--- config.mk ---
export PLATFORM = sky130hd
export DESIGN_NAME = fetch_prefetch_unit
export DESIGN_NICKNAME = d
export VERILOG_FILES = /design/src/rtl/fetch_prefetch_unit.sv
export SDC_FILE = /design/constraint.sdc
export NUM_CORES = 1
export LEC_CHECK = 0
export CAP_MARGIN = 20
export CORE_ASPECT_RATIO = 1.1
export CORE_MARGIN = 1
export CORE_UTILIZATION = 53
export CTS_CLUSTER_DIAMETER = 150
export DETAILED_ROUTE_END_ITERATION = 10
export GPL_ROUTABILITY_DRIVEN = 1
export PLACE_DENSITY = 0.81
export REMOVE_ABC_BUFFERS = 1
export SKIP_CTS_REPAIR_TIMING = 1
export SKIP_LAST_GASP = 1
export SLEW_MARGIN = 20
export SYNTH_ARGS = -nofsm -noshare
export SYNTH_HDL_FRONTEND = slang
export SYNTH_SLANG_ARGS = --single-unit
export TNS_END_PERCENT = 5
--- constraint.sdc ---
create_clock -name clk -period 7.1 [get_ports clk]
set_input_delay 1.42 -clock clk [delete_from_list [all_inputs] [get_ports clk]]
set_output_delay 1.42 -clock clk [all_outputs]
set_load 0.01 [all_outputs]
--- src/rtl/fetch_prefetch_unit.sv ---
// -----------------------------------------------------------------------------
// fetch_prefetch_unit
//   Instruction fetch stage for the pipelined core. Owns the fetch PC, issues
//   in-order word requests to instruction memory and buffers returned words in
//   a small prefetch FIFO. Decode takes them through a valid/ready handshake.
//   A redirect flushes the FIFO and discards responses still in flight.
//
//   Build option: define FETCH_BYPASS_EN to forward a response straight to
//   decode in its arrival cycle when the FIFO is empty. Without it, nothing
//   on imem_rsp_* reaches instr_* in the same cycle.
// -----------------------------------------------------------------------------
module fetch_prefetch_unit #(
   parameter int          DEPTH     = 4,
   parameter logic [31:0] RESET_PC  = 32'h0000_0000,
   parameter logic [31:0] NOP_INSTR = 32'h0000_0013
) (
   input  logic        clk,
   input  logic        rst,
   output logic        imem_req_valid,
   input  logic        imem_req_ready,
   output logic [31:0] imem_req_addr,
   input  logic        imem_rsp_valid,
   input  logic [31:0] imem_rsp_data,
   input  logic        redirect_valid,
   input  logic [31:0] redirect_pc,
   output logic        instr_valid,
   output logic [31:0] instr,
   output logic [31:0] instr_pc,
   input  logic        instr_ready
);

   localparam int PTR_W = $clog2(DEPTH);
   localparam int CNT_W = PTR_W + 1;

   // Prefetch storage and its bookkeeping
   logic [31:0]      r_mem [DEPTH];
   logic [PTR_W-1:0] r_rd_ptr;
   logic [PTR_W-1:0] r_wr_ptr;
   logic [CNT_W-1:0] r_count;
   logic [CNT_W-1:0] r_outstanding;
   logic [CNT_W-1:0] r_discard;
   logic [31:0]      r_fetch_pc;
   logic [31:0]      r_head_pc;

   logic [CNT_W:0]   w_inflight;
   logic             w_req_valid;
   logic             w_req_fire;
   logic             w_rsp_drop;
   logic             w_rsp_keep;
   logic             w_fifo_empty;
   logic             w_bypass;
   logic             w_consume;
   logic             w_push;
   logic             w_pop;
   logic [CNT_W-1:0] w_out_next;
   logic [31:0]      w_redirect_pc;
   logic             w_unused;

   // The low two bits of the redirect target are forced to zero.
   assign w_redirect_pc = {redirect_pc[31:2], 2'b00};
   assign w_unused      = &{1'b0, redirect_pc[1:0]};

   // Credit: buffered words plus requests in flight never exceed DEPTH, so a
   // returning word always has a FIFO slot waiting for it.
   assign w_inflight   = {1'b0, r_count} + {1'b0, r_outstanding};
   assign w_req_valid  = !rst && !redirect_valid && (w_inflight < (CNT_W+1)'(DEPTH));
   assign w_req_fire   = w_req_valid && imem_req_ready;

   // Responses owed to requests issued before a redirect are dropped.
   assign w_rsp_drop   = (r_discard != '0);
   assign w_rsp_keep   = imem_rsp_valid && !w_rsp_drop && !redirect_valid;
   assign w_fifo_empty = (r_count == '0);

`ifdef FETCH_BYPASS_EN
   assign w_bypass     = w_fifo_empty && w_rsp_keep;
`else
   assign w_bypass     = 1'b0;
`endif

   // A pop during a redirect is ignored: the whole FIFO is being flushed.
   assign w_consume    = instr_valid && instr_ready && !redirect_valid;
   assign w_pop        = w_consume && !w_fifo_empty;
   // A bypassed word that decode takes immediately never occupies a slot.
   assign w_push       = w_rsp_keep && !(w_bypass && instr_ready);

   // Requests and responses in the same cycle cancel out.
   assign w_out_next   = r_outstanding + CNT_W'(w_req_fire) - CNT_W'(imem_rsp_valid);

   assign imem_req_valid = w_req_valid;
   assign imem_req_addr  = r_fetch_pc;

   assign instr_valid = !w_fifo_empty || w_bypass;
   assign instr       = !w_fifo_empty ? r_mem[r_rd_ptr] :
                        (w_bypass ? imem_rsp_data : NOP_INSTR);
   assign instr_pc    = r_head_pc;

   // Control state: PCs, FIFO pointers, credit and discard accounting
   // NOTE: sequential state uses non-blocking assignments so every register
   // samples the pre-edge values and simulation matches the synthesized flops.
   always_ff @(posedge clk or posedge rst) begin
      if (rst) begin
         r_fetch_pc    <= RESET_PC;
         r_head_pc     <= RESET_PC;
         r_rd_ptr      <= '0;
         r_wr_ptr      <= '0;
         r_count       <= '0;
         r_outstanding <= '0;
         r_discard     <= '0;
      end else begin
         r_outstanding <= w_out_next;
         if (redirect_valid) begin
            // Everything still in flight after this cycle belongs to the old
            // path, including requests whose responses are pending.
            r_fetch_pc <= w_redirect_pc;
            r_head_pc  <= w_redirect_pc;
            r_rd_ptr   <= '0;
            r_wr_ptr   <= '0;
            r_count    <= '0;
            r_discard  <= w_out_next;
         end else begin
            if (w_req_fire) begin
               r_fetch_pc <= r_fetch_pc + 32'd4;
            end
            if (imem_rsp_valid && w_rsp_drop) begin
               r_discard <= r_discard - 1'b1;
            end
            if (w_push) begin
               r_wr_ptr <= r_wr_ptr + 1'b1;
            end
            if (w_pop) begin
               r_rd_ptr <= r_rd_ptr + 1'b1;
            end
            r_count <= r_count + CNT_W'(w_push) - CNT_W'(w_pop);
            if (w_consume) begin
               r_head_pc <= r_head_pc + 32'd4;
            end
         end
      end
   end

   // FIFO data storage
   // NOTE: the data array has no reset; r_count alone decides which entries
   // are meaningful, so clearing the words would only add reset fan-out.
   always_ff @(posedge clk) begin
      if (w_push) begin
         r_mem[r_wr_ptr] <= imem_rsp_data;
      end
   end

endmodule
After elaboration in Yosys (flattened, before gate mapping)
Memory sizes are Yosys's and may differ from the RTL's. Index checks and enable logic that the tools add are counted.

Reduce and logical (&&, ||, !) cells: 20. $add $sub $neg: 10. Magnitude comparators: 1. Multiplexer cells: 14.

Operator list (number): $mux 32 (5); $add 32x3->32 const B (2); $reduce_bool 2->1 (5); $logic_and 1x1->1 (9); $mux 3 (3); $mux 2 (4); $add 3x1->3 (2); $sub 3x1->3 (2); $add 2x1->2 const B (2); $add 3x3->4 (1); $logic_not 1->1 (4); $lt 4x3->1 const B (1); $logic_not 3->1 (1); $reduce_bool 3->1 (1); $sub 3x1->3 const B (1); $mux 1 (2).

Logic and storage cells: 53. Memories: 1. RAM bits: 128. Register bits: 77. Output and inout port bits: 98.

Memory list: r_mem (depth 4, width 32, rd ports 1, clocked after memory_dff 0, write ports 1, line 36) `logic [31:0] r_mem [DEPTH];`.

Logic depth before layout (Yosys ltp)
Depth after elaboration: 7. Gate-level depth with buffers: 13. Depth with buffers taken out: 13.

Least setup slack after synthesis
No wires, ideal clock.

Path type: input port to flip-flop. From: in redirect_valid. To: reg r_discard[2]. Stages: 12. Arrival: 3.384 ns. Required time: 6.967 ns. Setup time: 0.133 ns. Slack: 3.583 ns. Path through: nor3_1 > and4_1 > inv_1 > clkbuf_1 > clkbuf_1 > ha_1 > inv_1 > ha_1 > fa_1 > xnor2_1 > nand2_1 > o21ai_0.

Cells in the longest elaborated chain, start to end: 7. Elaborated cells on any way between the ends: 8. Classes of those cells: add/sub (2); mux (1); reduce/logical (5).

RTL lines: start: declaration (line 24) `input logic redirect_valid,`; $logic_not 1->1 (line 66) `assign w_req_valid = !rst && !redirect_valid && (w_inflight < (CNT_W+1)'(DEPTH));`; $logic_and 1x1->1 (2 in a row) (line 66); $logic_and 1x1->1 (line 67) `assign w_req_fire = w_req_valid && imem_req_ready;`; $add 3x1->3 (line 87) `assign w_out_next = r_outstanding + CNT_W'(w_req_fire) - CNT_W'(imem_rsp_valid);`; $sub 3x1->3 (line 87); named net w_out_next[2] (line 55) `logic [CNT_W-1:0] w_out_next;`; $mux 3 (line 111) `if (redirect_valid) begin`; end signal: assignment (line 119) `r_discard <= w_out_next;`; end signal: assignment (line 125) `r_discard <= r_discard - 1'b1;`; end: declaration (line 41) `logic [CNT_W-1:0] r_discard;`.

The timed path passes the listed nets, and every way through them passes these cells. A chain may end at the register's enable or synchronous reset.

Worst setup path after layout
From: in rst. To: reg r_discard[2].

Cells in the longest elaborated chain, start to end: 7.

RTL lines: start: declaration (line 18) `input logic rst,`; $logic_not 1->1 (no line); $logic_and 1x1->1 (2 in a row) (line 66); $logic_and 1x1->1 (line 67); $add 3x1->3 (line 87); $sub 3x1->3 (line 87); named net w_out_next[2] (line 55); $mux 3 (line 111).

The timed path passes the listed nets, and every way through them passes these cells.

==> flow_metrics.py <==
metrics = {
    "power_and_ir_drop": {
        "cellLeakagePower_uw": 0.00403,
        "share_clk_of_total_power_pct": 31.5,
        "power_switching_uw": 1020,
        "combinationalPowerShare_pct": 28.0,
        "internal-power_uw": 2600,
        "pwr_density_cell_nw_per_um2": 315,
        "switching_share_pct": 28.1,
        "ir_drop_mv": 0.165,
        "sequentialPowerShare_pct": 40.5,
    },
    "synth": {
        "synth_common_cells": "sky130_fd_sc_hd__edfxtp_1, sky130_fd_sc_hd__dfrtp_1, sky130_fd_sc_hd__nand2_1, sky130_fd_sc_hd__o21ai_0, sky130_fd_sc_hd__and2_1",
        "synth.largest_area_cell": "sky130_fd_sc_hd__edfxtp_1",
        "synth_seq_area_share_pct": 63.1,
        "yosys_most_used_dff": "sky130_fd_sc_hd__edfxtp_1",
        "post_synth_instance_area_um2": 8990,
        "synth_edf_count": 128,
        "yosys.cell_count.top_type": "sky130_fd_sc_hd__edfxtp_1",
        "synth.distinct_cells": 49,
        "post_synth.cell_area_avg_um2": 13.5,
        "synth-xor-area-share_pct": 3.70,
        "postSynth.asyncResetShare_pct": 36.3,
        "simple_gate_portion_of_the_synthesized_area_pct": 13.6,
        "synth_adder_area_share_pct": 2.39,
        "synthesis.instances": 666,
        "synth.area.mux_share_pct": 8.24,
        "yosys-top-cells-area": "sky130_fd_sc_hd__edfxtp_1, sky130_fd_sc_hd__dfrtp_1, sky130_fd_sc_hd__mux4_2, sky130_fd_sc_hd__xnor2_1, sky130_fd_sc_hd__o21ai_0",
        "post-synth-top-area-fraction_pct": 42.8,
        "synth_seq_cells": 201,
        "post_synthesis_compound_gate_area_fraction_pct": 6.46,
        "ys.warnings.count": 0,
        "synth_top_family_by_area": "simple AND/OR/NAND/NOR gates",
    },
    "die": {
        "start_util_pct": 54.5,
        "num_io_pins": 168,
        "row_count": 49,
        "core_um2": 16500,
        "chipHeight_um": 139,
        "chipWidth_um": 126,
        "die_area_um2": 17500,
    },
    "setup_path": {
        "critical_path_required_ns": 7.50,
        "criticalPathCategory": "input pin to register",
        "crit_chain": "clkdlybuf4s50_1 -> nor2_1 -> and4_1 -> inv_1 -> ha_1 -> inv_1 -> ha_1 -> fa_1 -> xnor2_1 -> nand2_1 -> o21ai_0",
        "critPathArrivalTime_ns": 4.97,
        "path_max_fanout": 29,
        "path_buf_inv": 3,
        "timing.critical_path.max_delay_family": "buffers and inverters",
        "critPathCaptureType": "register",
        "setup.worst_path.start_class": "input pin",
        "timing.critical_path.slowest_cell_delay_ns": 0.76,
        "slowest_stage": "sky130_fd_sc_hd__and4_1",
    },
    "timing": {
        "hold_viol_final": 0,
        "tightest_slew_ns": 0.976,
        "final.setup.tns_ns": 0,
        "pins_over_slew_limit": 0,
        "fin_crit_sh_pct": 64.3,
        "setup-violations-final": 0,
        "maximum_clock_frequency_mhz": 219,
        "unrepaired_setup_endpoints_after_global_routing": "false",
        "max-slew-margin-rel_pct": 34.9,
        "clock-skew-final_ns": 0.0111,
        "layout_setup_ws_ns": 2.53,
        "period_needed_ns": 4.57,
        "hold_ws_ns": 0.551,
    },
    "clock_tree": {
        "ctsLongestPathBuffers": 3,
        "tritoncts_num_sinks": 201,
        "htreeDepth": 1,
        "cts_root_buf": "sky130_fd_sc_hd__clkbuf_16",
        "cts_tree": "built",
        "cts-buffers-inserted": 21,
        "clock_insertion_delay_worst_skew_ns": 0.49,
        "clk_pin_slew_ns": 0.06,
    },
    "routing": {
        "final_antenna_net_count": 0,
        "avgRoutedWirePerCell_um": 20.2,
        "detail_route.vias_per_cell": 5.92,
        "wl_met3_mm": 1.63,
        "drtIter0Drc": 428,
        "routed-wl-met2_mm": 10.5,
        "wl_mm": 21.0,
        "drt-met1-wl_mm": 8.40,
        "drt_pre_antenna_iters": 5,
        "route.detailed.drc": 0,
        "dr_vias": 6156,
        "top_layer_used": "met5",
    },
    "layout": {
        "flow.area_growth_from_synthesis_pct": 27.6,
        "drive_above_1_share_pct": 10.4,
        "n_fill_cell": 1115,
        "diodes": 0,
        "ff_latch_area_um2": 5670,
        "nNetsFinal": 908,
        "multi_input_gate_area_um2": 3110,
    },
    "global_routing": {
        "maximum_number_of_pins_on_one_net_before_global_route_repair": 76,
        "first_global_vias": 6289,
        "gr_util_all_layers_pct": 24.4,
        "antenna_found_initial": 1,
        "grt_pass1_wl_mm": 33.3,
        "grt.overflow.total": 0,
    },
    "place": {
        "place_ws_ns": 2.04,
        "placer_congestion": 0.894,
        "detailedPlacementHpwl_mm": 13.7,
        "port-buffer-count": 161,
    },
    "job": {
        "cap_violations": 0,
    },
    "status": {
        "outcome": "complete, no violations",
    },
    "min_path": {
        "hold_path.class": "register to register",
    },
}
-- registers in the layout, indices dropped and copies added (netlist names) --
signal	flops
imem_req_addr	30
r_count	3
r_outstanding	3
r_rd_ptr	2
r_discard	3
r_mem	128
r_wr_ptr	2
instr_pc	30
-- final cells by class --
| cell class | instances | share of cell area [%] |
|---|---|---|
| Timing Repair Buffer | 167 | 14.4 |
| Sequential cell | 201 | 49.5 |
| Clock inverter | 10 | 1.35 |
| Tap cell | 204 | 2.23 |
| Multi-Input combinational cell | 413 | 27.1 |
| Inverter | 18 | 0.589 |
| Clock buffer | 27 | 4.87 |
-- layout by cell type, fill, tap and decap left out, types with 5 or more instances in the layout --
cell,Yosys,routed
sky130_fd_sc_hd__o211ai_1,14,14
sky130_fd_sc_hd__and3_1,9,9
sky130_fd_sc_hd__nand4_1,17,17
sky130_fd_sc_hd__nor4_1,8,8
sky130_fd_sc_hd__nand3_1,34,34
sky130_fd_sc_hd__o21ai_0,47,47
sky130_fd_sc_hd__xnor2_1,30,30
sky130_fd_sc_hd__o311ai_0,8,8
sky130_fd_sc_hd__ha_1,14,14
sky130_fd_sc_hd__edfxtp_1,128,128
sky130_fd_sc_hd__nand2_1,59,59
sky130_fd_sc_hd__mux4_2,32,32
sky130_fd_sc_hd__nor2_1,21,21
sky130_fd_sc_hd__and2_1,36,32
sky130_fd_sc_hd__dfrtp_1,73,72
sky130_fd_sc_hd__clkdlybuf4s50_1,0,160
sky130_fd_sc_hd__xor2_1,8,8
sky130_fd_sc_hd__clkbuf_16,0,21
sky130_fd_sc_hd__inv_1,18,17
sky130_fd_sc_hd__and4_1,5,5
sky130_fd_sc_hd__buf_4,4,6
sky130_fd_sc_hd__a21oi_1,10,10
sky130_fd_sc_hd__or3_1,5,5
sky130_fd_sc_hd__nor3_1,11,11
sky130_fd_sc_hd__clkbuf_1,26,5
-- path summary, 6_finish.rpt --
path	start	to	slack, ns	depth (start not counted)
max	rst	r_discard[2]	2.53	11
max reg2reg	r_count[1]	r_discard[2]	3.11	11
min	imem_req_addr[27]	imem_req_addr[27]	0.55	1
min reg2reg	imem_req_addr[27]	imem_req_addr[27]	0.55	1
min in group asynchronous	rst	r_outstanding[0]	1.58	3
max in group asynchronous	rst	r_rd_ptr[0]	4.83	3
-- layer usage --
metal / up-vias / GRT usage (%)
met1: 3018 / 31.4
met2: 292 / 41.1
met3: 43 / 5.52
met4: 2 / 8.18
li1: 2801 / -
met5: - / 0
-- cell families (layout without fill, tap and decap cells) --
kind of cell,Yosys count,count (layout)
flops,201,201
compound gates,95,95
simple gates,226,226
other cells,1,4
mux,34,34
buf+inv,55,222
xor+xnor,38,38
fa+ha+maj,16,16
-- power groups by stage --
stage | logic, uW | clock network [uW] | registers, uW
floorplan | 497 | 0 | 1490
global placement | 993 | 0 | 1480
detailed placement | 1020 | 0 | 1480
CTS | 1030 | 1160 | 1460
global route | 1100 | 1200 | 1480
finish | 1010 | 1140 | 1460
-- metrics by stage --
step	instances	cell area [um2]	utilization [%]	total power, uW
2_1_floorplan	632	8840	-	1990
3_3_place_gp	1003	10800	65.2	2470
3_5_place_dp	1003	10800	65.2	2500
4_1_cts	1040	11500	69.5	3640
5_1_grt	1040	11500	69.5	3780
6_report	1040	11500	69.5	3620
Power figures use the tool's default switching activity.
